File: src/rtl/snitch_pkg.sv
// Shared types and register map for the Snitch event counter unit.
package snitch_pkg;

  // Per-core event strobes; field order fixes the bit index selected by CFG.
  typedef struct packed {
    logic retired_instr;      // bit 6
    logic retired_load;       // bit 5
    logic retired_i;          // bit 4
    logic retired_acc;        // bit 3
    logic issue_fpu;          // bit 2
    logic issue_fpu_seq;      // bit 1
    logic issue_core_to_fpu;  // bit 0
  } core_events_t;

  // Register offsets within one counter's 16-byte window.
  localparam logic [3:0] RegCfg      = 4'h0;
  localparam logic [3:0] RegHartMask = 4'h4;
  localparam logic [3:0] RegValueLo  = 4'h8;
  localparam logic [3:0] RegValueHi  = 4'hC;

  // CFG field positions.
  localparam int unsigned CfgEnBit  = 0;
  localparam int unsigned CfgEvtLsb = 1;
  localparam int unsigned CfgEvtMsb = 3;
  localparam int unsigned CfgSatBit = 4;
  localparam int unsigned CfgIrqBit = 5;
  localparam int unsigned CfgWidth  = 6;

  // Decoded counter configuration.
  typedef struct packed {
    logic       irq_en;
    logic       saturate;
    logic [2:0] evt_idx;
    logic       enable;
  } evt_cfg_t;

  function automatic evt_cfg_t cfg_from_word(input logic [CfgWidth-1:0] w);
    evt_cfg_t c;
    c.enable   = w[CfgEnBit];
    c.evt_idx  = w[CfgEvtMsb:CfgEvtLsb];
    c.saturate = w[CfgSatBit];
    c.irq_en   = w[CfgIrqBit];
    return c;
  endfunction

  function automatic logic [31:0] cfg_to_word(input evt_cfg_t c);
    logic [31:0] w;
    w                      = '0;
    w[CfgEnBit]            = c.enable;
    w[CfgEvtMsb:CfgEvtLsb] = c.evt_idx;
    w[CfgSatBit]           = c.saturate;
    w[CfgIrqBit]           = c.irq_en;
    return w;
  endfunction

endpackage

File: src/rtl/snitch_event_counter.sv
// One event counter: masked popcount of the selected event, add, wrap or
// saturate, and an overflow pulse for the sticky status in the parent.
module snitch_event_counter
  import snitch_pkg::*;
#(
  parameter int unsigned NrCores      = 8,
  parameter int unsigned CounterWidth = 48
) (
  input  logic                           clk_i,
  input  logic                           rst_ni,
  input  evt_cfg_t                       cfg_i,
  input  logic         [NrCores-1:0]     mask_i,
  input  core_events_t [NrCores-1:0]     events_i,
  input  logic                           wr_lo_i,
  input  logic                           wr_hi_i,
  input  logic         [31:0]            wdata_i,
  output logic         [CounterWidth-1:0] value_o,
  output logic                           ovf_o
);

  localparam int unsigned IncWidth = $clog2(NrCores + 1);
  localparam int unsigned SumWidth = CounterWidth + 1;
  localparam int unsigned HiWidth  = CounterWidth - 32;

  logic [IncWidth-1:0]     incr;
  logic [7:0]              ev_bits;
  logic [SumWidth-1:0]     sum;
  logic [CounterWidth-1:0] value_q;
  logic [CounterWidth-1:0] value_d;
  logic                    unused_irq_en;

  // irq enable is consumed by the parent, not here.
  assign unused_irq_en = cfg_i.irq_en;

  // Count masked cores whose selected event bit is set; index 7 reads a constant 0.
  always_comb begin
    incr    = '0;
    ev_bits = '0;
    for (int k = 0; k < NrCores; k++) begin
      ev_bits = {1'b0, events_i[k]};
      if (mask_i[k] && ev_bits[cfg_i.evt_idx]) begin
        incr = incr + IncWidth'(1);
      end
    end
  end

  assign sum = {1'b0, value_q} + SumWidth'(incr);

  // Software writes take priority and drop this cycle's increment.
  always_comb begin
    value_d = value_q;
    ovf_o   = 1'b0;
    if (wr_lo_i || wr_hi_i) begin
      if (wr_lo_i) value_d[31:0] = wdata_i;
      if (wr_hi_i) value_d[CounterWidth-1:32] = wdata_i[HiWidth-1:0];
    end else if (cfg_i.enable) begin
      ovf_o = sum[CounterWidth];
      if (sum[CounterWidth] && cfg_i.saturate) begin
        value_d = '1;
      end else begin
        value_d = sum[CounterWidth-1:0];
      end
    end
  end

  // Counter state.
  always_ff @(posedge clk_i or negedge rst_ni) begin
    if (!rst_ni) begin
      value_q <= '0;
    end else begin
      value_q <= value_d;
    end
  end

  assign value_o = value_q;

endmodule

File: src/rtl/snitch_event_counter_unit.sv
// Bank of event counters behind a single-outstanding register interface,
// with sticky overflow status and per-counter level interrupts.
module snitch_event_counter_unit
  import snitch_pkg::*;
#(
  parameter int unsigned NrCores      = 8,
  parameter int unsigned NrCounters   = 4,
  parameter int unsigned CounterWidth = 48
) (
  input  logic                       clk_i,
  input  logic                       rst_ni,
  input  core_events_t [NrCores-1:0] events_i,
  input  logic                       req_valid_i,
  output logic                       req_ready_o,
  input  logic                       req_write_i,
  input  logic         [7:0]         req_addr_i,
  input  logic         [31:0]        req_wdata_i,
  output logic                       rsp_valid_o,
  input  logic                       rsp_ready_i,
  output logic         [31:0]        rsp_rdata_o,
  output logic                       rsp_error_o,
  output logic         [NrCounters-1:0] irq_o
);

  localparam int unsigned HiWidth     = CounterWidth - 32;
  localparam logic [7:0]  OvfAddr     = 8'(NrCounters * 16);
  localparam logic [4:0]  NrCountersW = 5'(NrCounters);

  core_events_t [NrCores-1:0]                    events_q;
  logic         [NrCounters-1:0][CounterWidth-1:0] value;
  logic         [NrCounters-1:0][31:0]           cnt_rdata;
  logic [NrCounters-1:0] ovf_q, ovf_set, ovf_clr;
  logic [NrCounters-1:0] wr_cfg, wr_mask, wr_lo, wr_hi, rd_lo;
  logic        accept, wr_fire, rd_fire;
  logic        aligned, cnt_hit, ovf_hit, dec_err;
  logic [3:0]  cnt_idx, reg_off;
  logic [31:0] rdata_mux;
  logic        rsp_valid_q, rsp_error_q;
  logic [31:0] rsp_rdata_q;

  // Handshake: stall new requests only while a response is stuck.
  assign req_ready_o = !(rsp_valid_q && !rsp_ready_i);
  assign accept      = req_valid_i && req_ready_o;
  assign wr_fire     = accept && req_write_i;
  assign rd_fire     = accept && !req_write_i;

  // Address decode.
  assign cnt_idx = req_addr_i[7:4];
  assign reg_off = req_addr_i[3:0];
  assign aligned = (req_addr_i[1:0] == 2'b00);
  assign cnt_hit = aligned && ({1'b0, cnt_idx} < NrCountersW);
  assign ovf_hit = (req_addr_i == OvfAddr);
  assign dec_err = !(cnt_hit || ovf_hit);

  // Event strobes are registered once before they reach the counters.
  always_ff @(posedge clk_i or negedge rst_ni) begin
    if (!rst_ni) begin
      events_q <= '0;
    end else begin
      events_q <= events_i;
    end
  end

  for (genvar gi = 0; gi < NrCounters; gi++) begin : g_cnt
    evt_cfg_t           cfg_q;
    logic [NrCores-1:0] mask_q;
    logic [HiWidth-1:0] shadow_q;
    logic               sel;
    logic [31:0]        rdata_c;

    assign sel         = cnt_hit && (cnt_idx == 4'(gi));
    assign wr_cfg[gi]  = wr_fire && sel && (reg_off == RegCfg);
    assign wr_mask[gi] = wr_fire && sel && (reg_off == RegHartMask);
    assign wr_lo[gi]   = wr_fire && sel && (reg_off == RegValueLo);
    assign wr_hi[gi]   = wr_fire && sel && (reg_off == RegValueHi);
    assign rd_lo[gi]   = rd_fire && sel && (reg_off == RegValueLo);
    assign ovf_clr[gi] = wr_fire && ovf_hit && req_wdata_i[gi];
    assign irq_o[gi]   = ovf_q[gi] & cfg_q.irq_en;

    // Configuration, hart mask and the high-half shadow captured on LO reads.
    always_ff @(posedge clk_i or negedge rst_ni) begin
      if (!rst_ni) begin
        cfg_q    <= '0;
        mask_q   <= '0;
        shadow_q <= '0;
      end else begin
        if (wr_cfg[gi])  cfg_q    <= cfg_from_word(req_wdata_i[CfgWidth-1:0]);
        if (wr_mask[gi]) mask_q   <= req_wdata_i[NrCores-1:0];
        if (rd_lo[gi])   shadow_q <= value[gi][CounterWidth-1:32];
      end
    end

    // Read data for this counter's window.
    always_comb begin
      rdata_c = '0;
      case (reg_off)
        RegCfg:      rdata_c = cfg_to_word(cfg_q);
        RegHartMask: rdata_c = 32'(mask_q);
        RegValueLo:  rdata_c = value[gi][31:0];
        RegValueHi:  rdata_c = 32'(shadow_q);
        default:     rdata_c = '0;
      endcase
    end

    assign cnt_rdata[gi] = rdata_c;

    snitch_event_counter #(
      .NrCores      (NrCores),
      .CounterWidth (CounterWidth)
    ) i_counter (
      .clk_i    (clk_i),
      .rst_ni   (rst_ni),
      .cfg_i    (cfg_q),
      .mask_i   (mask_q),
      .events_i (events_q),
      .wr_lo_i  (wr_lo[gi]),
      .wr_hi_i  (wr_hi[gi]),
      .wdata_i  (req_wdata_i),
      .value_o  (value[gi]),
      .ovf_o    (ovf_set[gi])
    );
  end

  // Sticky overflow: a new overflow wins over a same-cycle clear.
  always_ff @(posedge clk_i or negedge rst_ni) begin
    if (!rst_ni) begin
      ovf_q <= '0;
    end else begin
      ovf_q <= (ovf_q & ~ovf_clr) | ovf_set;
    end
  end

  // Select read data for the addressed register.
  always_comb begin
    rdata_mux = '0;
    if (ovf_hit) rdata_mux = 32'(ovf_q);
    for (int c = 0; c < NrCounters; c++) begin
      if (cnt_hit && (cnt_idx == 4'(c))) rdata_mux = cnt_rdata[c];
    end
  end

  // Response register: loaded on accept, held until the consumer takes it.
  always_ff @(posedge clk_i or negedge rst_ni) begin
    if (!rst_ni) begin
      rsp_valid_q <= 1'b0;
      rsp_error_q <= 1'b0;
      rsp_rdata_q <= '0;
    end else if (accept) begin
      rsp_valid_q <= 1'b1;
      rsp_error_q <= dec_err;
      rsp_rdata_q <= (req_write_i || dec_err) ? 32'h0 : rdata_mux;
    end else if (rsp_ready_i) begin
      rsp_valid_q <= 1'b0;
    end
  end

  assign rsp_valid_o = rsp_valid_q;
  assign rsp_error_o = rsp_error_q;
  assign rsp_rdata_o = rsp_rdata_q;

endmodule
File: config.mk
export PLATFORM = sky130hd
export DESIGN_NAME = snitch_event_counter_unit
export DESIGN_NICKNAME = d
export VERILOG_FILES = /design/src/rtl/snitch_pkg.sv /design/src/rtl/snitch_event_counter.sv /design/src/rtl/snitch_event_counter_unit.sv
export SDC_FILE = /design/constraint.sdc
export NUM_CORES = 1
export LEC_CHECK = 0
export CAP_MARGIN = 5
export CORE_UTILIZATION = 35
export DETAILED_ROUTE_END_ITERATION = 6
export GPL_ROUTABILITY_DRIVEN = 0
export SLEW_MARGIN = 10
export SYNTH_ARGS = -nofsm -noshare
export SYNTH_HDL_FRONTEND = slang
export SYNTH_HIERARCHICAL = 1
export SYNTH_SLANG_ARGS = --single-unit
File: constraint.sdc
create_clock -name clk_i -period 8.28 [get_ports clk_i]
set_clock_uncertainty 0.1 [all_clocks]
set_input_delay 1.656 -clock clk_i [delete_from_list [all_inputs] [get_ports clk_i]]
set_output_delay 1.656 -clock clk_i [all_outputs]
set_load 0.03 [all_outputs]
# Word-level counts from Yosys, hierarchy flattened

Index checks and enable logic that the tools add are counted.

Register bits: 406
Input bits: 101
Output and inout bits: 39
Word-level logic and storage cells: 391

Add/subtract/negate cells: 32
Magnitude comparators: 5
Equal/unequal tests: 15
Muxes and demuxes: 136
Bitwise operators: 7
Reductions and logical operators: 104

Operators by type and width:

| kind                                                        | count |
|---|---|
| two-way mux 48 bit                                          | 12 |
| one-hot mux 32 bit (4 select lines)                         | 4 |
| two-way mux 32 bit                                          | 9 |
| adder 48 x 4 -> 49 bit                                      | 4 |
| two-way mux 4 bit                                           | 29 |
| adder 4 x 1 -> 4 bit (second input constant)                | 24 |
| binary-select mux 1 bit (select 3 bit)                      | 32 |
| logical AND 1 bit                                           | 78 |
| two-way mux 16 bit                                          | 4 |
| two-way mux 1 bit                                           | 46 |
| less-than comparator 3 x 4 -> 1 bit (second input constant) | 4 |
| != test 2 x 1 -> 1 bit (second input constant)              | 8 |
| AND reduction 2 bit                                         | 8 |
| nonzero test 2 bit                                          | 5 |
| adder 1 x 1 -> 2 bit (second input constant)                | 4 |
| == test 4 x 2 -> 1 bit (second input constant)              | 2 |
| == test 4 bit (second input constant)                       | 2 |
| == test 8 x 7 -> 1 bit (second input constant)              | 1 |
| zero test 4 bit                                             | 2 |
| logical OR 1 bit                                            | 6 |
| AND 1 bit                                                   | 4 |
| AND 4 bit                                                   | 1 |
| == test 4 x 1 -> 1 bit (second input constant)              | 1 |
| == test 4 x 3 -> 1 bit (second input constant)              | 1 |
| other kinds (5)                                             | 8 |

# Longest topological paths before layout

Gate-level depths: netlist of run 1.

Depth in word-level cells: 23
Mapped depth: 37
Depth with buffers taken out: 32

# Cells and area by module

The synthesis of run 1 kept the hierarchy.

Modules (own cells, without submodules):

| module                                         | times used | cells each | area an instance (sq um) | seq. area each (sq um) |
|---|---|---|---|---|
| snitch_event_counter_unit                      | 1          | 722        | 9,616.7                  | 5,355.1 |
| snitch_event_counter at g_cnt[0].i_counter ... | 2          | 531        | 4,296.6                  | 1,201.2 |
| snitch_event_counter at g_cnt[2].i_counter     | 1          | 538        | 4,274.1                  | 1,201.2 |
| snitch_event_counter at g_cnt[1].i_counter     | 1          | 528        | 4,201.5                  | 1,201.2 |

# Worst setup path after synthesis of run 1

OpenSTA, ideal clock, no wires.

Path type: register to register
Start: reg g_cnt[3].cfg_q[1] in the netlist's numbering
End: reg g_cnt[3].i_counter.value_q[27]
Library setup time: 137 ps
Arrival time: 6,728 ps
Data required time: 8,043 ps
Slack: 1,315 ps
Stages on the path, launching flop included: 34
Path buffers: 5
Period minus slack after synthesis: 6,965 ps
Cell sequence: dfrtp_1 > buf_6 > buf_4 > buf_2 > mux4_2 > nor2_1 > a21oi_1 > and2_1 > ha_1 > or4_4 > and2_1 > xnor2_1 > mux2_2 > ha_1 > inv_1 > xnor2_1 > a221oi_1 > ha_1 > mux2_2 > ha_1 > nand2_1 > xor2_1 > xnor2_1 > ha_1 > nor2b_1 > o21a_1 > o2111ai_1 > or2_1 > buf_6 > o21a_1 > clkbuf_1 > o21ai_0 > a21oi_1 > a21oi_1

Word-level cells in the longest chain between the ends: 23
Elaborated cells on any way between the ends: 44
Classes of those cells: 8 x add/sub; 27 x mux; 9 x reduce/logical

Ends and longest elaborated chain:

| what                                    | line                            | source |
|---|---|---|
| start, declared                         | snitch_event_counter_unit.sv:65 | `evt_cfg_t cfg_q;` |
| start signal, assigned                  | snitch_event_counter_unit.sv:87 | `if (wr_cfg[gi]) cfg_q <= cfg_from_word(req_wdata_i[CfgWidth-1:0]);` |
| binary-select mux 1 bit (select 3 bit)  | snitch_event_counter.sv:41      | `if (mask_i[k] && ev_bits[cfg_i.evt_idx]) begin` |
| two-way mux 1 bit (not written as such) | snitch_event_counter.sv:41      |  |
| logical AND 1 bit                       | snitch_event_counter.sv:41      |  |
| two-way mux 1 bit                       | snitch_event_counter.sv:41      |  |
| adder 1 x 1 -> 2 bit                    | snitch_event_counter.sv:42      | `incr = incr + IncWidth'(1);` |
| two-way mux 4 bit                       | snitch_event_counter.sv:41      |  |
| adder 4 x 1 -> 4 bit                    | snitch_event_counter.sv:42      |  |
| two-way mux 4 bit                       | snitch_event_counter.sv:41      |  |
| [... 7 more ...]                        | n/a                             |  |
| two-way mux 4 bit                       | snitch_event_counter.sv:41      |  |
| adder 4 x 1 -> 4 bit                    | snitch_event_counter.sv:42      |  |
| two-way mux 4 bit *                     | snitch_event_counter.sv:41      |  |
| adder 48 x 4 -> 49 bit *                | snitch_event_counter.sv:47      | `assign sum = {1'b0, value_q} + SumWidth'(incr);` |
| logical AND 1 bit                       | snitch_event_counter.sv:58      | `if (sum[CounterWidth] && cfg_i.saturate) begin` |
| two-way mux 48 bit *                    | snitch_event_counter.sv:58      |  |
| two-way mux 48 bit *                    | snitch_event_counter.sv:56      | `end else if (cfg_i.enable) begin` |
| two-way mux 48 bit *                    | snitch_event_counter.sv:53      | `if (wr_lo_i \|\| wr_hi_i) begin` |
| end signal, assigned                    | snitch_event_counter.sv:71      | `value_q <= value_d;` |
| end, declared                           | snitch_event_counter.sv:28      | `logic [CounterWidth-1:0] value_q;` |

Every way passes the cells marked *; elsewhere a longest branch is shown, timed or not. The select of a mux whose other input is x is not followed.
A chain may end at the register's enable or synchronous reset.

# Worst setup path in the final report of run 1

Start: reg g_cnt[0].cfg_q[1] in the netlist's numbering
End: reg g_cnt[0].i_counter.value_q[38]

Word-level cells in the longest chain between the ends: 23
Elaborated cells on any way between the ends: 44
Classes of those cells: 8 x add/sub; 27 x mux; 9 x reduce/logical

Ends and longest elaborated chain:

| what                                    | line |
|---|---|
| start, declared                         | snitch_event_counter_unit.sv:65 |
| start signal, assigned                  | snitch_event_counter_unit.sv:87 |
| binary-select mux 1 bit (select 3 bit)  | snitch_event_counter.sv:41 |
| two-way mux 1 bit (not written as such) | snitch_event_counter.sv:41 |
| logical AND 1 bit                       | snitch_event_counter.sv:41 |
| two-way mux 1 bit                       | snitch_event_counter.sv:41 |
| adder 1 x 1 -> 2 bit                    | snitch_event_counter.sv:42 |
| two-way mux 4 bit                       | snitch_event_counter.sv:41 |
| adder 4 x 1 -> 4 bit                    | snitch_event_counter.sv:42 |
| two-way mux 4 bit                       | snitch_event_counter.sv:41 |
| [... 7 more ...]                        | n/a |
| two-way mux 4 bit                       | snitch_event_counter.sv:41 |
| adder 4 x 1 -> 4 bit                    | snitch_event_counter.sv:42 |
| two-way mux 4 bit *                     | snitch_event_counter.sv:41 |
| adder 48 x 4 -> 49 bit *                | snitch_event_counter.sv:47 |
| logical AND 1 bit                       | snitch_event_counter.sv:58 |
| two-way mux 48 bit *                    | snitch_event_counter.sv:58 |
| two-way mux 48 bit *                    | snitch_event_counter.sv:56 |
| two-way mux 48 bit *                    | snitch_event_counter.sv:53 |
| end signal, assigned                    | snitch_event_counter.sv:71 |
| end, declared                           | snitch_event_counter.sv:28 |

Marked as above.

==> impl_metrics.json, run 1 <==
{
  "port_buffers": 139,
  "async_flop_share_pct": 100,
  "r2r-end": "g_cnt[0].i_counter/value_o[38]",
  "dp_slack_ns": 0.675,
  "setup_viol": 0,
  "setup_tns_ns": 0,
  "drc": 0,
  "outcome": "completed",
  "drtPass1Iterations": 6,
  "crit_top_cell": "ha_1",
  "cts_tree": "done",
  "powerDensity_mw_per_mm2": 149,
  "ys_warn_count": 6,
  "worst-setup-path-type": "flop to flop",
  "synth_top_family_by_area": "compound AO/OA/AOI/OAI gates",
  "drtIter0Drc": 2753,
  "cts.sinks": 406,
  "synth_adder_area_share_pct": 2.74,
  "nets": 3079,
  "placed_area_mm2": 0.0290,
  "cts_resized": 0,
  "insertion_delay_ns": 0.61,
  "synth_seq_cells": 406,
  "critPathRequiredTime_ns": 8.62,
  "startpoint_type": "flop",
  "hold_viol_final": 0,
  "die_h_um": 278,
  "synthCells": 2850,
  "hold_start": "rsp_rdata_o[0]",
  "grt_pass1_vias": 22700,
  "synthSimpleGateAreaFrac_pct": 16.2,
  "cpPeakStageDelay_ns": 0.55,
  "ios": 140,
  "worstReg2RegStart": "g_cnt[0].cfg_q[1]",
  "drt_wl_total_um": 97400,
  "vias": 24100,
  "cts-root-buf": "clkbuf_16",
  "muxShareOfSynthArea_pct": 14.8,
  "yosysUniqueCellTypes": 99,
  "synth_xor_area_share_pct": 3.06,
  "synth-main-ff-cell": "dfrtp_1",
  "grt_pass1_wl_um": 146000,
  "cpMaxStageDelayCell": "or4_4",
  "fin_ws_ns": 0.599,
  "drtAntennaViolNets": 0,
  "die_area_mm2": 0.0774,
  "fin_crit_sh_pct": 92.8,
  "hold_depth": 2,
  "final_area_mm2": 0.0305,
  "fp-row-count": 100,
  "finalMaxSlewViolations": 0,
  "rr_worst_depth": 30,
  "finalPower_mw": 4.55,
  "rsz0062_at_grt": "no",
  "synth_nets": 3007,
  "synth-compound-area-share_pct": 20.5,
  "grt_start_max_net_pins": 135,
  "cts_hold_buf": 0,
  "gr-total-overflow": 0,
  "clockBufferDepth": 3,
  "fp.coreArea_mm2": 0.0749,
  "die_x_um": 278,
  "critical_path.endpoint_type": "flop",
  "antenna_found_initial": 1,
  "clock.fmax_ghz": 0.130,
  "vias_per_cell": 6.14,
  "whs_ns": 0.368,
  "syn_to_final_growth_pct": 14.5,
  "worst_pin_slew_ns": 1.23,
  "seq_area_frac_synth_pct": 38.1,
  "p_leak_nw": 12.2,
  "r2r_slack_ns": 0.60,
  "min_path_type": "flop to flop",
  "wl_per_cell_um": 24.8,
  "cts_buffers": 46,
  "cap_violations": 0,
  "ir_worst_vdd_mv": 0.134,
  "arrival_ns": 8.02,
  "path_max_fanout": 36,
  "synth_edf_count": 0,
  "period_needed_ns": 7.68,
  "dpl.hpwl_um": 70600,
  "grt_use_total_pct": 24.7,
  "netlist_area_mm2": 0.0267,
  "whs_endpoint": "rsp_rdata_o[0]",
  "drive_gt1_share_pct": 13.9,
  "ctsHtreeMaxLevel": 2,
  "post_cts_buffers": 0,
  "slew-limit-headroom_pct": 17.6,
  "clk_pin_slew_worst_paths_ns": 0.06,
  "synth.avg_cell_area_um2": 9.36,
  "start_util_pct": 35.6
}
synthesized netlist by cell type, types with 11 or more instances:
library cell | number | area, um^2
nand2_1 | 222 | 833
nor2b_1 | 35 | 219
o211ai_1 | 23 | 173
o31ai_1 | 15 | 113
ha_1 | 52 | 651
nand4_1 | 42 | 263
mux2i_1 | 135 | 1350
buf_4 | 11 | 82.6
and2_1 | 27 | 169
o221ai_1 | 18 | 158
buf_6 | 19 | 214
xnor2_1 | 39 | 342
nand2b_1 | 13 | 81.3
mux2_2 | 142 | 1600
a32o_1 | 12 | 120
a21oi_1 | 315 | 1580
o32ai_1 | 30 | 263
mux4_2 | 38 | 856
a22oi_1 | 33 | 248
o21ai_0 | 165 | 826
dfrtp_1 | 406 | 10200
buf_1 | 14 | 52.6
nand3b_1 | 14 | 105
a221o_1 | 14 | 140
o22ai_1 | 66 | 413
a21o_1 | 19 | 143
o22a_1 | 12 | 105
inv_1 | 90 | 338
o21a_1 | 18 | 135
nor3_1 | 38 | 190
a211oi_1 | 17 | 128
buf_2 | 24 | 120
a221oi_1 | 22 | 193
and3_1 | 35 | 219
nor4_1 | 17 | 106
nor2_1 | 199 | 747
xor2_1 | 17 | 149
clkbuf_1 | 103 | 387
a31oi_1 | 11 | 68.8
nand3_1 | 137 | 686
or2_2 | 14 | 87.6
or3_1 | 16 | 100
stage by stage:
step,std cells,utilization (%)
floorplan,2850,-
global placement,3843,38.7
detailed placement,3843,38.7
CTS,3925,40.7
global route,3925,40.7
finish,3928,40.8
layout make-up:
cell class                 instances  area, um^2
multi-input combinational       2179       15400
antenna                            3        7.51
sequential                       406       10200
tap                              969        1210
clock buffer                      67        1360
timing repair buffer             198        1860
fill                            7279       44400
inverter                          91         342
clock inverter                    15         205
worst max path at each step:
stage,to,depth (start not counted),start,slack [ns]
2_1_floorplan,g_cnt[3].i_counter/value_o[27],33,g_cnt[3].cfg_q[1],1.31
3_3_place_gp,g_cnt[0].i_counter/value_o[38],30,g_cnt[0].cfg_q[1],0.81
3_5_place_dp,g_cnt[0].i_counter/value_o[40],30,g_cnt[0].cfg_q[1],0.68
4_1_cts,g_cnt[0].i_counter/value_o[38],30,g_cnt[0].cfg_q[1],0.66
5_1_grt,g_cnt[0].i_counter/value_o[36],31,g_cnt[0].cfg_q[1],0.12
6_report,g_cnt[0].i_counter/value_o[38],30,g_cnt[0].cfg_q[1],0.60
per-layer routing:
layer	vias up	share of wire (%)	track usage (%)
met5	-	0	0
met4	0	4.7	10.5
met3	225	9.2	4.39
met2	1283	42	35.6
met1	11800	44	36.1
li1	10800	-	-
placed cells by master, fill, tap and decap left out, types with 16 or more instances in the layout:
cell / Yosys / layout
ha_1: 52 / 52
nor3_1: 38 / 34
nor2b_1: 35 / 35
mux4_2: 38 / 38
o22ai_1: 66 / 66
clkdlybuf4s50_1: 0 / 135
o32ai_1: 30 / 30
inv_1: 90 / 90
mux2_2: 142 / 142
nand4_1: 42 / 42
nand3_1: 137 / 137
o21a_1: 18 / 18
o221ai_1: 18 / 18
and2_1: 27 / 27
xor2_1: 17 / 17
and3_1: 35 / 35
nor4_1: 17 / 17
o21ai_0: 165 / 165
a21oi_1: 315 / 314
buf_4: 11 / 56
a221oi_1: 22 / 22
xnor2_1: 39 / 39
a211oi_1: 17 / 17
a21o_1: 19 / 19
nand2_1: 222 / 221
o211ai_1: 23 / 23
dfrtp_1: 406 / 406
mux2i_1: 135 / 135
a22oi_1: 33 / 33
clkbuf_16: 0 / 47
nor2_1: 199 / 194
or3_1: 16 / 16
registers in the layout (all words and copies together), names as in the netlist:
name,flops
g_cnt.i_counter/value_o,192
events_q,56
ovf_q,4
g_cnt.mask_q,32
rsp_valid_o,1
g_cnt.cfg_q,24
rsp_rdata_o,32
rsp_error_o,1
g_cnt.shadow_q,64
critical path, delay by kind of cell, from the launching register on:
family / cells / cell delay [ns]
buf+inv: 3 / 0.68
compound gates: 8 / 1.82
mux: 2 / 0.59
fa+ha+maj: 5 / 1.35
simple gates: 8 / 1.99
flops: 1 / 0.41
xor+xnor: 4 / 0.56
kinds of logic after synthesis:
kind of cell | after synthesis
AOI/OAI and AO/OA | 865
and+or+nand+nor | 862
DFF | 406
muxes | 325
buffers and inverters | 265
xor gates and xnor gates | 71
adders and majority gates | 56
report_power, final:
group / internal [mW] / leakage [nW] / switching [mW] / total [mW]
clock: 1.27 / 0.764 / 0.906 / 2.17
combinational: 0.118 / 5.91 / 0.204 / 0.322
sequential: 2.01 / 5.50 / 0.0451 / 2.06
Note: power is estimated with default switching activity, not from simulation.
==> run 2: changes to the inputs <==
--- a/config.mk
+++ b/config.mk
@@ -6,9 +6,12 @@
 export NUM_CORES = 1
 export LEC_CHECK = 0
 export CAP_MARGIN = 5
+export CELL_PAD_IN_SITES_DETAIL_PLACEMENT = 1
+export CELL_PAD_IN_SITES_GLOBAL_PLACEMENT = 1
 export CORE_UTILIZATION = 35
 export DETAILED_ROUTE_END_ITERATION = 6
 export GPL_ROUTABILITY_DRIVEN = 0
+export PLACE_DENSITY_LB_ADDON = 0.1
 export SLEW_MARGIN = 10
 export SYNTH_ARGS = -nofsm -noshare
 export SYNTH_HDL_FRONTEND = slang
==> impl_metrics.json, run 2 (synthesis gave the netlist of run 1 again) <==
{
  "post_cts_buffers": 0,
  "ios": 140,
  "cpPeakStageDelay_ns": 0.58,
  "insertion_delay_ns": 0.62,
  "clkPwrFrac_pct": 50.3,
  "outcome": "completed",
  "grt_start_max_net_pins": 142,
  "grt_pass1_wl_um": 168000,
  "period_needed_ns": 7.86,
  "path_buf_inv": 2,
  "ir_worst_vdd_mv": 0.134,
  "diodes": 0,
  "cts_tree": "done",
  "hold_viol_final": 0,
  "grt_use_total_pct": 28.8,
  "worst_pin_slew_ns": 1.29,
  "slew-limit-headroom_pct": 13.7,
  "cts-root-buf": "clkbuf_16",
  "final_area_mm2": 0.0308,
  "multi_input_area_mm2": 0.0154,
  "pwr-share-comb_pct": 7.0,
  "ctsHtreeMaxLevel": 2,
  "setup_viol": 0,
  "wl_met2_um": 51200,
  "gr-total-overflow": 0,
  "cpMaxStageDelayCell": "dfrtp_1",
  "top_layer_used": "met4",
  "drt_wl_total_um": 112000,
  "vias_per_cell": 6.14,
  "fillers": 8423,
  "placed_area_mm2": 0.0290,
  "p_leak_nw": 12.3,
  "powerDensity_mw_per_mm2": 156,
  "drc": 0,
  "met1_length_um": 50500,
  "clk_pin_slew_worst_paths_ns": 0.06,
  "cpLargestDelayFamily": "simple AND/OR/NAND/NOR gates",
  "drtAntennaViolNets": 0,
  "die_x_um": 278,
  "clockBufferDepth": 3,
  "syn_to_final_growth_pct": 15.4,
  "fp.coreArea_mm2": 0.0749,
  "critical_path.endpoint_type": "flop",
  "start_util_pct": 35.6,
  "cts.sinks": 406,
  "startpoint_type": "flop",
  "fp-row-count": 100,
  "rsz0062_at_grt": "no",
  "drtPass1Iterations": 5,
  "nets": 3088,
  "finalMaxSlewViolations": 0,
  "path_max_fanout": 35,
  "dp_slack_ns": 0.414,
  "die_h_um": 278,
  "p_switching_mw": 1.22,
  "met3_length_um": 4950,
  "crit_top_cell": "ha_1",
  "fin_crit_sh_pct": 95.0,
  "arrival_ns": 8.22,
  "drive_gt1_share_pct": 14.5,
  "drtIter0Drc": 2130,
  "vias": 24200,
  "dpl.hpwl_um": 82800,
  "clock.fmax_ghz": 0.127,
  "cap_violations": 0,
  "worst-setup-path-type": "flop to flop",
  "die_area_mm2": 0.0774,
  "wl_per_cell_um": 28.4,
  "p_seq_share_pct": 42.7,
  "final_cell_mix": "dfrtp_1 (406), a21oi_1 (314), nand2_1 (221)",
  "antenna_found_initial": 0,
  "cts_buffers": 51,
  "setup_tns_ns": 0,
  "critPathRequiredTime_ns": 8.63,
  "port_buffers": 139,
  "grt_pass1_vias": 25200,
  "largest_register_ffs": 192,
  "min_path_type": "flop to flop",
  "fin_ws_ns": 0.418,
  "p_int_mw": 3.59,
  "regArea_mm2": 0.0102,
  "final_common_cell": "dfrtp_1",
  "swShare_pct": 25.3
}
## run 2: cell types whose count changed in the layout (fill, tap and decap cells not counted), sizes merged
| cell | previous run | this run |
|---|---|---|
| clkbuf | 67 | 66 |
| diode | 3 | 0 |
| bufinv | 4 | 8 |
| clkdlybuf4s50 | 135 | 134 |
| clkinv | 5 | 15 |
| clkinvlp | 3 | 1 |
| buf | 63 | 68 |
| inv | 94 | 92 |
## run 2: worst paths after layout
path | startpoint | to | slack, ns | cells after the start
worst max-delay path | g_cnt[3].cfg_q[1] | g_cnt[3].i_counter/value_o[38] | 0.42 | 29
worst min-delay path | rsp_rdata_o[2] | rsp_rdata_o[2] | 0.36 | 2
worst max register to register | g_cnt[3].cfg_q[1] | g_cnt[3].i_counter/value_o[38] | 0.42 | 29
worst min register to register | rsp_rdata_o[2] | rsp_rdata_o[2] | 0.36 | 2
max in group asynchronous | rst_ni | rsp_rdata_o[16] | 5.73 | 2
min in group asynchronous | rst_ni | events_q[6] | 0.99 | 1
## run 2: layout make-up
class | count | share of cell area [%]
tap | 969 | 3.94
clock buffer | 66 | 4.65
timing repair buffer | 202 | 6.25
sequential | 406 | 33.0
inverter | 91 | 1.11
clock inverter | 25 | 1.09
multi-input combinational | 2179 | 50.0
## run 2: timing repair
action / in CTS / in global routing
gates resized for setup: 0 / 3
setup endpoints to repair: 0 / 31
hold buffers: 0 / 0
## run 2: per-stage QoR
step | power [mW] | utilization, % | hold slack [ns] | std cells
2_1_floorplan | 2.21 | - | 0.363 | 2850
3_3_place_gp | 2.42 | 38.7 | 0.361 | 3847
3_5_place_dp | 2.43 | 38.7 | 0.358 | 3847
4_1_cts | 4.87 | 41.1 | 0.370 | 3938
5_1_grt | 4.95 | 41.1 | 0.396 | 3938
6_report | 4.81 | 41.1 | 0.364 | 3938
## run 2: power by group through the flow
stage | Sequential (mW) | Combinational (mW) | Clock (mW)
floorplan | 2.07 | 0.137 | 0
global placement | 2.09 | 0.333 | 0
detailed placement | 2.09 | 0.337 | 0
CTS | 2.06 | 0.340 | 2.47
global route | 2.06 | 0.360 | 2.54
finish | 2.06 | 0.337 | 2.42
## run 2: layer usage
metal	vias to the layer above	track usage [%]
met1	12400	39.2
met2	686	46.0
met4	0	12.8
li1	10800	-
met3	201	3.40
met5	-	0
## run 2: worst min-delay path: cells and delay by family (launching register included)
family / cells / cell delay [ns]
and+or+nand+nor: 2 / 0.10
DFF: 1 / 0.34
